## src/rtl/fetch_pkg.sv

```systemverilog
// fetch_pkg: shared types and constants for the instruction fetch realignment buffer.
package fetch_pkg;
    localparam logic [1:0] OPC_FULL = 2'b11;
    localparam logic [31:0] BOOT_ADDR_DEFAULT = 32'h0000_0080;
    typedef struct packed {
        logic        err;
        logic [31:0] data;
    } entry_t;
endpackage

```

## src/rtl/instr_realign_fifo.sv

```systemverilog
// instr_realign_fifo: word queue that realigns the halfword stream so [15:0] starts each instruction.
// Define INSTR_FIFO_BYPASS_EN to expose the arriving word to the output in its arrival cycle.
module instr_realign_fifo
    import fetch_pkg::*;
#(
    parameter int          DEPTH     = 3,
    parameter logic [31:0] BOOT_ADDR = BOOT_ADDR_DEFAULT
) (
    input  logic        clk_i,
    input  logic        rst_i,
    input  logic        clear_i,
    input  logic [31:0] clear_addr_i,
    input  logic        in_valid_i,
    input  logic [31:0] in_rdata_i,
    input  logic        in_err_i,
    output logic        busy_o,
    output logic        out_valid_o,
    input  logic        out_ready_i,
    output logic [31:0] out_rdata_o,
    output logic [31:0] out_addr_o,
    output logic        out_err_o
);
    localparam int CW = $clog2(DEPTH + 1);
`ifdef INSTR_FIFO_BYPASS_EN
    localparam logic BYPASS = 1'b1;
`else
    localparam logic BYPASS = 1'b0;
`endif
    entry_t          entries [DEPTH];
    entry_t          entries_nxt [DEPTH];
    entry_t          ext [DEPTH+1];
    entry_t          in_word, e0;
    logic            e1_err;
    logic [15:0]     e1_lo, h;
    logic [CW-1:0]   count, count_nxt;
    logic [31:0]     addr_q, addr_nxt;
    logic            arriving, has1, has2, unal, is32, fire, pop, push;
    assign in_word  = '{err: in_err_i, data: in_rdata_i};
    assign arriving = in_valid_i && !clear_i;
    // Absent entries read as zero so a lone erroring first half yields a clean upper half.
    always_comb begin
        e0 = '0;
        e1_err = 1'b0;
        e1_lo = '0;
        has1 = count >= CW'(1);
        has2 = count >= CW'(2);
        if (has1) e0 = entries[0];
        else if (BYPASS && arriving) begin
            e0 = in_word;
            has1 = 1'b1;
        end
        if (has2) {e1_err, e1_lo} = {entries[1].err, entries[1].data[15:0]};
        else if (BYPASS && arriving && count == CW'(1)) begin
            {e1_err, e1_lo} = {in_err_i, in_rdata_i[15:0]};
            has2 = 1'b1;
        end
    end
    assign unal        = addr_q[1];
    assign h           = unal ? e0.data[31:16] : e0.data[15:0];
    assign is32        = h[1:0] == OPC_FULL;
    assign out_valid_o = has1 && (!unal || !is32 || has2 || e0.err);
    assign out_rdata_o = !out_valid_o ? '0 : !is32 ? {16'b0, h} : {unal ? e1_lo : e0.data[31:16], h};
    assign out_err_o   = out_valid_o && (e0.err || (unal && is32 && e1_err));
    assign out_addr_o  = addr_q;
    assign busy_o      = count >= CW'(DEPTH - 1);
    assign fire        = out_valid_o && out_ready_i && !clear_i;
    assign addr_nxt    = addr_q + (is32 ? 32'd4 : 32'd2);
    assign pop         = fire && (!addr_nxt[1] || (unal && is32));
    assign push        = arriving && (count < CW'(DEPTH) || pop);
    always_comb begin
        for (int i = 0; i < DEPTH; i++) ext[i] = (push && count == CW'(i)) ? in_word : entries[i];
        ext[DEPTH] = in_word;
        for (int i = 0; i < DEPTH; i++) entries_nxt[i] = pop ? ext[i+1] : ext[i];
        count_nxt = count + CW'(push) - CW'(pop);
    end
    always_ff @(posedge clk_i or posedge rst_i) begin
        if (rst_i) begin
            count   <= '0;
            addr_q  <= BOOT_ADDR;
            entries <= '{default: '0};
        end else if (clear_i) begin
            count  <= '0;
            addr_q <= clear_addr_i & ~32'd1;
        end else begin
            count   <= count_nxt;
            addr_q  <= fire ? addr_nxt : addr_q;
            entries <= entries_nxt;
        end
    end
endmodule

```

## config.mk

```make
export PLATFORM = sky130hd
export DESIGN_NAME = instr_realign_fifo
export DESIGN_NICKNAME = d
export VERILOG_FILES = /design/src/rtl/fetch_pkg.sv /design/src/rtl/instr_realign_fifo.sv
export SDC_FILE = /design/constraint.sdc
export NUM_CORES = 1
export LEC_CHECK = 0
export ABC_AREA = 1
export CORE_MARGIN = 5
export CORE_UTILIZATION = 30
export CTS_CLUSTER_DIAMETER = 120
export DETAILED_ROUTE_END_ITERATION = 7
export PLACE_DENSITY = 0.62
export SLEW_MARGIN = 20
export SYNTH_ARGS = -nofsm -noshare
export SYNTH_HDL_FRONTEND = slang
export SYNTH_SLANG_ARGS = --single-unit
```

## constraint.sdc

```tcl
create_clock -name clk_i -period 5.95 [get_ports clk_i]
set_clock_uncertainty 0.1 [all_clocks]
set_input_delay 1.19 -clock clk_i [delete_from_list [all_inputs] [get_ports clk_i]]
set_output_delay 1.19 -clock clk_i [all_outputs]
set_load 0.1 [all_outputs]
```

==> flow_metrics.tcl, run 1 <==
set metrics [dict create \
    start_util_pct 30.2 \
    dp_hpwl_mm 15.9 \
    drive_gt1_share_pct 7.39 \
    timing.fmax_mhz 205 \
    core-area_um2 24900 \
    hold_depth 2 \
    cts_hold_buf 0 \
    first_pass_iters 6 \
    cap_violations 0 \
    nFillCells 2565 \
    clkTransAtPathRegs_ps 60 \
    synth_nets 1133 \
    synthFlopType "dfrtp_1" \
    tns_ps 0 \
    synth_area_leaders "dfrtp_1, nand2_1, o21ai_0" \
    postCtsSetupBuffers 0 \
    numCtsBuffers 17 \
    crit_path_end_kind "primary output" \
    grt_max_degree 98 \
    ant_nets 0 \
    grt.total_usage_pct 16.7 \
    synth_top_area_cell "dfrtp_1" \
    grt_pass1_vias 7007 \
    powerDensity_nw_per_um2 377 \
    ff2ff_path_depth 16 \
    grt_pass1_wl_mm 37.9 \
    cp.required_ps 4660 \
    wl_met3_mm 1.65 \
    place_area_um2 9210 \
    yosysUniqueCellTypes 35 \
    hold_viol_final 0 \
    whs_ps 381 \
    seq_area_frac_synth_pct 44.0 \
    fp-row-count 58 \
    die_area_um2 28300 \
    tightest_slew_ps 1060 \
    io_pins 137 \
    cts_resized 0 \
    hold_path_class "flip-flop to flip-flop" \
    synth_most_common_cell "nand2_1" \
    clk_latency_ps 420 \
    wl_met2_mm 10.4 \
    slew_headroom_pct 29.4 \
    fin_area_um2 9780 \
    run_status "complete, no violations" \
    num_vias 7259 \
    routed_wl_mm 23.4 \
    cts.htree.levels 4 \
    startpoint_type "flip-flop" \
    async_flop_share_pct 100 \
    ctsLongestPathBuffers 2 \
    die_h_um 168 \
    drtIter0Drc 592 \
    synth-edff-count 0 \
    ys_top_cells_by_count "nand2_1, dfrtp_1, nor2_1, inv_1, o21ai_0" \
    rsz0062_at_grt "false" \
    crit_type "flip-flop to primary output" \
    viasPerCell 4.81 \
    min_period_ps 4890 \
    gp_congestion 0.880 \
    top_layer_used "met5" \
    syn_to_final_growth_pct 30.2 \
    drc 0 \
    io_buffers 134 \
    synth.top_cell.area_share_pct 43.6 \
    slew_viol_final 0 \
    overflow 0 \
    peakVddDrop_v 0.000191 \
    synth_seq_cells 132 \
    die_w_um 168 \
    synth_area_per_cell_um2 7.11 \
    syn_area_um2 7510 \
    p_leak_nw 4.50 \
    root_buffer "clkbuf_16" \
    syn_inst 1056 \
    cp_max_fo 18 \
    clock_sinks 132 \
    met1Wirelength_mm 10.8 \
    finalCritPeriodShare_pct 82.1 \
    antenna_found_initial 3 \
    arrival_ps 3600 \
    layout.nets 1241 \
    finalSetupViolations 0 \
    ys_warn_count 0 \
    wl_per_cell_um 15.5 \
    cts_tree "built" \
]
-- state kept, by name (all words and copies together), names as in the netlist --
| register | flops |
|---|---|
| entries | 99 |
| count | 2 |
| out_addr_o | 31 |
-- where the power goes --
part / internal (mW) / switching (mW)
clock: 0.593 / 0.432
combinational: 0.396 / 0.882
sequential: 1.21 / 0.176
-- final timing paths --
check	end	slack [ps]	from
min in group asynchronous	out_addr_o[5]	1260	rst_i
max	out_rdata_o[22]	1060	count[1]
max reg2reg	out_addr_o[11]	2230	count[1]
min reg2reg	entries[80]	380	entries[80]
max in group asynchronous	entries[86]	3450	rst_i
min	entries[80]	380	entries[80]
-- metrics by stage --
| stage | std cells | power (mW) | setup WS, ps | util [%] |
|---|---|---|---|---|
| after floorplan | 1056 | 2.33 | 122 | - |
| after global placement | 1475 | 2.65 | 1520 | 37.0 |
| after detailed placement | 1475 | 2.68 | 1510 | 37.0 |
| after CTS | 1507 | 3.72 | 1010 | 39.3 |
| after global routing | 1508 | 3.94 | 663 | 39.3 |
| final | 1508 | 3.69 | 1060 | 39.3 |
-- worst max-delay path, stage by stage, from the launching register on --
cell,delay [ps]
dfrtp_1,500
inv_2,90
nand2_2,140
inv_1,90
a21oi_1,120
inv_1,60
nor2_1,410
ha_1,260
nand3_1,120
nand2_4,240
inv_1,130
nand2_1,550
nor2_1,220
buf_12,230
-- cell families (layout without fill, tap and decap cells) --
kind of cell | count (synthesis) | in the layout | synth area share [%]
buf+inv | 146 | 267 | 8.16
xor+xnor | 16 | 16 | 1.87
simple gates | 538 | 538 | 28.3
flops | 132 | 132 | 44.0
compound gates | 216 | 216 | 16.3
fa+ha+maj | 7 | 7 | 1.27
other cells | 1 | 2 | 0.0499
-- final cells by class --
type / instances / area (µm²) / share of cell area [%]
antenna: 1 / 2.50 / 0.0256
tap: 330 / 413 / 4.22
multi-input combinational: 778 / 3620 / 37.0
timing repair buffer: 144 / 1530 / 15.7
sequential: 132 / 3300 / 33.8
clock buffer: 20 / 447 / 4.57
inverter: 91 / 347 / 3.54
clock inverter: 12 / 120 / 1.23
-- per-layer routing --
metal / up-vias / global-route usage, %
li1: 3599 / -
met1: 3371 / 22.6
met2: 248 / 25.6
met3: 37 / 4.86
met4: 4 / 5.75
met5: - / 0
-- placed cells by master (no fill, tap or decap), types with 3 or more instances in the layout --
cell             synthesis  routed
nand2_1                389     389
dfrtp_1                131     131
nor2_1                 104     104
clkdlybuf4s50_1          0     100
inv_1                   87      86
o21ai_0                 80      80
a22oi_1                 49      49
a21oi_1                 39      39
o21ai_1                 38      38
buf_4                    7      28
nand3_1                 29      27
clkbuf_16                0      17
buf_12                   0      16
xor2_1                  13      13
o211ai_1                 6       6
ha_1                     6       6
inv_6                    0       5
nand4_1                  4       4
clkinv_4                 0       4
xnor2_1                  3       3
nand3b_1                 3       3
No activity file was read; power rests on OpenSTA's default activity.
==> run 2: changes to the inputs <==
Settings changed: PLACE_DENSITY 0.62 to 0.63.
Clock period 5.95 ns to 4.2 ns, I/O delays scaled along.
==> run 2 against run 1 <==
  * Routed wire length rose by 0.94%
  * Cell count is 0.40% higher
  * Non-clock buffer count is 7 higher
  * Cell area is 4.6% higher
  * Via count increased by 0.69%
  * Critical path depth is the same
  * Sequential cell count unchanged
  * Highest routed layer is now met4
==> flow_metrics.tcl, run 2 (synthesis results as in run 1) <==
set metrics [dict create \
    final-seq-area_um2 3310 \
    peakVddDrop_v 0.000284 \
    grt_pass1_wl_mm 37.8 \
    numCtsBuffers 17 \
    arrival_ps 3050 \
    finalNonFillerCells 1514 \
    cts_resized 0 \
    ctsLongestPathBuffers 2 \
    finalCritPeriodShare_pct 95.0 \
    start_util_pct 30.2 \
    final_cell_mix "nand2_1, dfrtp_1, clkdlybuf4s50_1, nor2_1, inv_1" \
    place_inst 1482 \
    syn_to_final_growth_pct 36.2 \
    cts.htree.levels 4 \
    grt_pass1_vias 6856 \
    core-area_um2 24900 \
    fp-row-count 58 \
    rsz0062_at_grt "false" \
    tightest_slew_ps 1060 \
    cts_tree "built" \
    slew_headroom_pct 29.2 \
    routed_wl_mm 23.7 \
    nFillCells 2508 \
    ant_nets 0 \
    dp_hpwl_mm 16.3 \
    drc 0 \
    viasPerCell 4.83 \
    cp_max_fo 18 \
    insertedDiodeCount 0 \
    postCtsSetupBuffers 0 \
    startpoint_type "flip-flop" \
    die_h_um 168 \
    crit_path_end_kind "primary output" \
    powerDensity_nw_per_um2 527 \
    drtIter0Drc 631 \
    power.total_mw 5.40 \
    cap_violations 0 \
    die_w_um 168 \
    hold_path_class "flip-flop to flip-flop" \
    io_pins 137 \
    layout.nets 1248 \
    num_vias 7309 \
    fin_area_um2 10200 \
    hold_viol_final 0 \
    clkTransAtPathRegs_ps 60 \
    die_area_um2 28300 \
    p_leak_nw 4.63 \
    top_register "entries" \
    final_common_cell "nand2_1" \
    gp_congestion 0.904 \
    first_pass_iters 5 \
    slew_viol_final 0 \
    root_buffer "clkbuf_16" \
    grt_max_degree 133 \
    cp.required_ps 3260 \
    antenna_found_initial 0 \
    wl_per_cell_um 15.6 \
    timing.fmax_mhz 251 \
    finalSetupViolations 0 \
    multi_input_area_um2 3710 \
    clk_latency_ps 430 \
    drive_gt1_share_pct 9.80 \
    grt.total_usage_pct 16.7 \
    run_status "complete, no violations" \
    fin_util_pct 41.1 \
    largest_reg_flops 99 \
    cts_hold_buf 0 \
    io_buffers 134 \
    place_area_um2 9640 \
    crit_type "flip-flop to primary output" \
    clock_sinks 132 \
    min_period_ps 3990 \
    overflow 0 \
]
## run 2: critical path: stages, from the launching register on
cell and delay (ps):
dfrtp_1 500, inv_2 90, nand2_2 140, inv_1 90, a21oi_1 110, inv_1 70, nor2_2 110, ha_1 170
nand3_1 120, nand2_4 270, clkinvlp_4 230, nand2_4 410, nor2_2 100, buf_12 190
## run 2: report_power, final
group | total [mW] | internal, mW | switching (mW)
clock network | 1.53 | 0.892 | 0.639
registers | 1.97 | 1.71 | 0.253
logic | 1.90 | 0.633 | 1.27
## run 2: per-stage QoR
stage	setup TNS, ps	setup WS, ps	hold WS, ps
finish	0	211	378
global route	0	0.356	390
CTS	0	170	383
detailed placement	0	640	366
global placement	0	695	363
floorplan	-2580	-263	349
## run 2: layout make-up
type                    instances  area share, %
clock buffers                  17           4.16
clock inverters                15           1.65
inverters                      91           3.41
multi-input cells             778           36.3
flip-flops and latches        132           32.3
well taps                     330           4.04
repair buffers                151           18.2
## run 2: routing by layer
layer | part of all wire (%) | track usage (%)
met1 | 45 | 23.5
met2 | 46 | 26.1
met3 | 7.8 | 3.80
met4 | 1.5 | 4.13
met5 | 0 | 0
## run 2: worst paths after layout
kind	end	cells after the start	slack, ps	from
worst max register to register	out_addr_o[19]	18	920	out_addr_o[1]
worst min register to register	entries[74]	2	380	entries[74]
worst max-delay path	out_rdata_o[20]	13	210	count[1]
max in group asynchronous	out_addr_o[1]	3	2490	rst_i
worst min-delay path	entries[74]	2	380	entries[74]
min in group asynchronous	out_addr_o[2]	3	840	rst_i
==> run 3: changes to the inputs <==
Settings changed: GPL_ROUTABILITY_DRIVEN set to 1, PLACE_DENSITY 0.63 to 0.6.
==> run 3 against run 2 <==
  * Global-route usage about the same
  * Critical path depth unchanged
  * Via count decreased by 1.5%
  * First-iteration DRC count fell by 22%
  * Critical path type unchanged
  * Combinational power about the same
  * Die area stayed put
  * Worst hold slack better by 2.5 ps
  * Worst setup slack gained 100 ps
  * Power decreased by 0.53%
  * Register-to-register slack lost 80 ps
  * Critical endpoint is now out_rdata_o[31]
==> flow_metrics.tcl, run 3 (synthesis results as in run 1) <==
set metrics [dict create \
    syn_to_final_growth_pct 36.0 \
    timing.fmax_mhz 257 \
    p_int_mw 3.23 \
    num_vias 7196 \
    grt_max_degree 67 \
    insertedDiodeCount 0 \
    antenna_found_initial 0 \
    largest_reg_flops 99 \
    root_buffer "clkbuf_16" \
    cp_max_fo 18 \
    nFillCells 2532 \
    clk_latency_ps 420 \
    power.total_mw 5.37 \
    cts.htree.levels 4 \
    final_common_cell "nand2_1" \
    sequentialPowerShare_pct 36.5 \
    dp_slack_ps 615 \
    top_register "entries" \
    place_area_um2 9630 \
    grt_pass1_vias 6994 \
    die_w_um 168 \
    wl_per_cell_um 15.6 \
    drive_gt1_share_pct 9.79 \
    grt.total_usage_pct 16.7 \
    fp-row-count 58 \
    cts_hold_buf 0 \
    arrival_ps 2950 \
    die_h_um 168 \
    final_cell_mix "nand2_1, dfrtp_1, clkdlybuf4s50_1, nor2_1, inv_1" \
    crit_path_end_kind "primary output" \
    drc 0 \
    clock_sinks 132 \
    slew_viol_final 0 \
    run_status "complete, no violations" \
    die_area_um2 28300 \
    hold_path_class "flip-flop to flip-flop" \
    hold_viol_final 0 \
    tightest_slew_ps 1040 \
    routed_wl_mm 23.7 \
    start_util_pct 30.2 \
    slew_headroom_pct 30.4 \
    io_pins 137 \
    core-area_um2 24900 \
    min_period_ps 3890 \
    finalCritPeriodShare_pct 92.5 \
    timing.final.ws_setup_ps 315 \
    gp_congestion 0.888 \
    peakVddDrop_v 0.000237 \
    drtIter0Drc 491 \
    startpoint_type "flip-flop" \
    io_buffers 134 \
    crit_type "flip-flop to primary output" \
    clock_power_share_pct 27.9 \
    cap_violations 0 \
    switching_share_pct 39.8 \
    layout.nets 1250 \
    p_comb_share_pct 35.6 \
    p_sw_mw 2.14 \
    powerDensity_nw_per_um2 526 \
    overflow 0 \
    finalSetupViolations 0 \
    fin_area_um2 10200 \
    viasPerCell 4.75 \
    grt_pass1_wl_mm 38.0 \
    p_leak_nw 4.60 \
    dp_hpwl_mm 16.5 \
    cts_tree "built" \
    first_pass_iters 5 \
    ant_nets 0 \
    rsz0062_at_grt "false" \
    numCtsBuffers 17 \
    ctsLongestPathBuffers 2 \
    clkTransAtPathRegs_ps 60 \
    cp.required_ps 3260 \
]
-- run 3: changes by cell type in the layout (fill, tap and decap cells not counted), sizes merged --
cell	delta
clkinvlp	-1
clkinv	+2
inv	-3
clkbuf	+1
buf	+2
-- run 3: final timing paths --
check	start	to	slack, ps	depth (start not counted)
setup / recovery	count[1]	out_rdata_o[31]	310	13
hold / removal	entries[70]	entries[70]	380	2
setup reg to reg	out_addr_o[1]	count[1]	840	18
hold reg to reg	entries[70]	entries[70]	380	2
max in group asynchronous	rst_i	out_addr_o[7]	2300	3
min in group asynchronous	rst_i	out_addr_o[2]	830	2
-- run 3: metal layers --
layer / routed length [µm] / global-route usage [%] / up-vias / part of all wire (%)
li1: - / - / 3630 / -
met2: 11100 / 27.7 / 215 / 47
met3: 1360 / 3.45 / 26 / 5.7
met4: 389 / 3.74 / 0 / 1.6
met1: 10900 / 22.6 / 3325 / 46
met5: 0 / 0 / - / 0
-- run 3: area by class of cell --
class                      instances  area (µm²)  area share [%]
sequential                       132        3310            32.4
timing repair buffer             153        1850            18.1
clock buffer                      18         429            4.20
multi-input combinational        778        3720            36.4
clock inverter                    13         148            1.45
inverter                          91         349            3.42
tap                              330         413            4.04
-- run 3: through the flow --
| stage | hold WS (ps) | utilization, % | std cells | setup TNS [ps] |
|---|---|---|---|---|
| finish | 380 | 41.0 | 1515 | 0 |
| global route | 390 | 41.0 | 1515 | 0 |
| CTS | 382 | 41.0 | 1515 | 0 |
| detailed placement | 366 | 38.7 | 1484 | 0 |
| global placement | 364 | 38.7 | 1484 | 0 |
| floorplan | 349 | - | 1056 | -2580 |
-- run 3: power groups by stage --
stage                     combinational (mW)  clock [mW]  sequential (mW)
after floorplan                         1.10           0             2.22
after global placement                  1.88           0             1.97
after detailed placement                1.91           0             1.98
after CTS                               1.92        1.53             1.96
after global routing                    2.11        1.58             2.01
final                                   1.91        1.50             1.96
-- run 3: critical path, stage by stage, from the launching register on --
cell,delay [ps]
dfrtp_1,500
inv_2,100
nand2_2,140
inv_1,90
a21oi_1,120
inv_1,80
nor2_2,120
ha_1,180
nand3_1,130
nand2_4,260
clkinvlp_4,250
nand2_8,280
nor2_2,90
buf_12,170
-- run 3: timing repair --
item / CTS / global route
endpoints found under the setup margin: 0 / 12
setup buffers: 0 / 0
gates resized for setup: 0 / 1
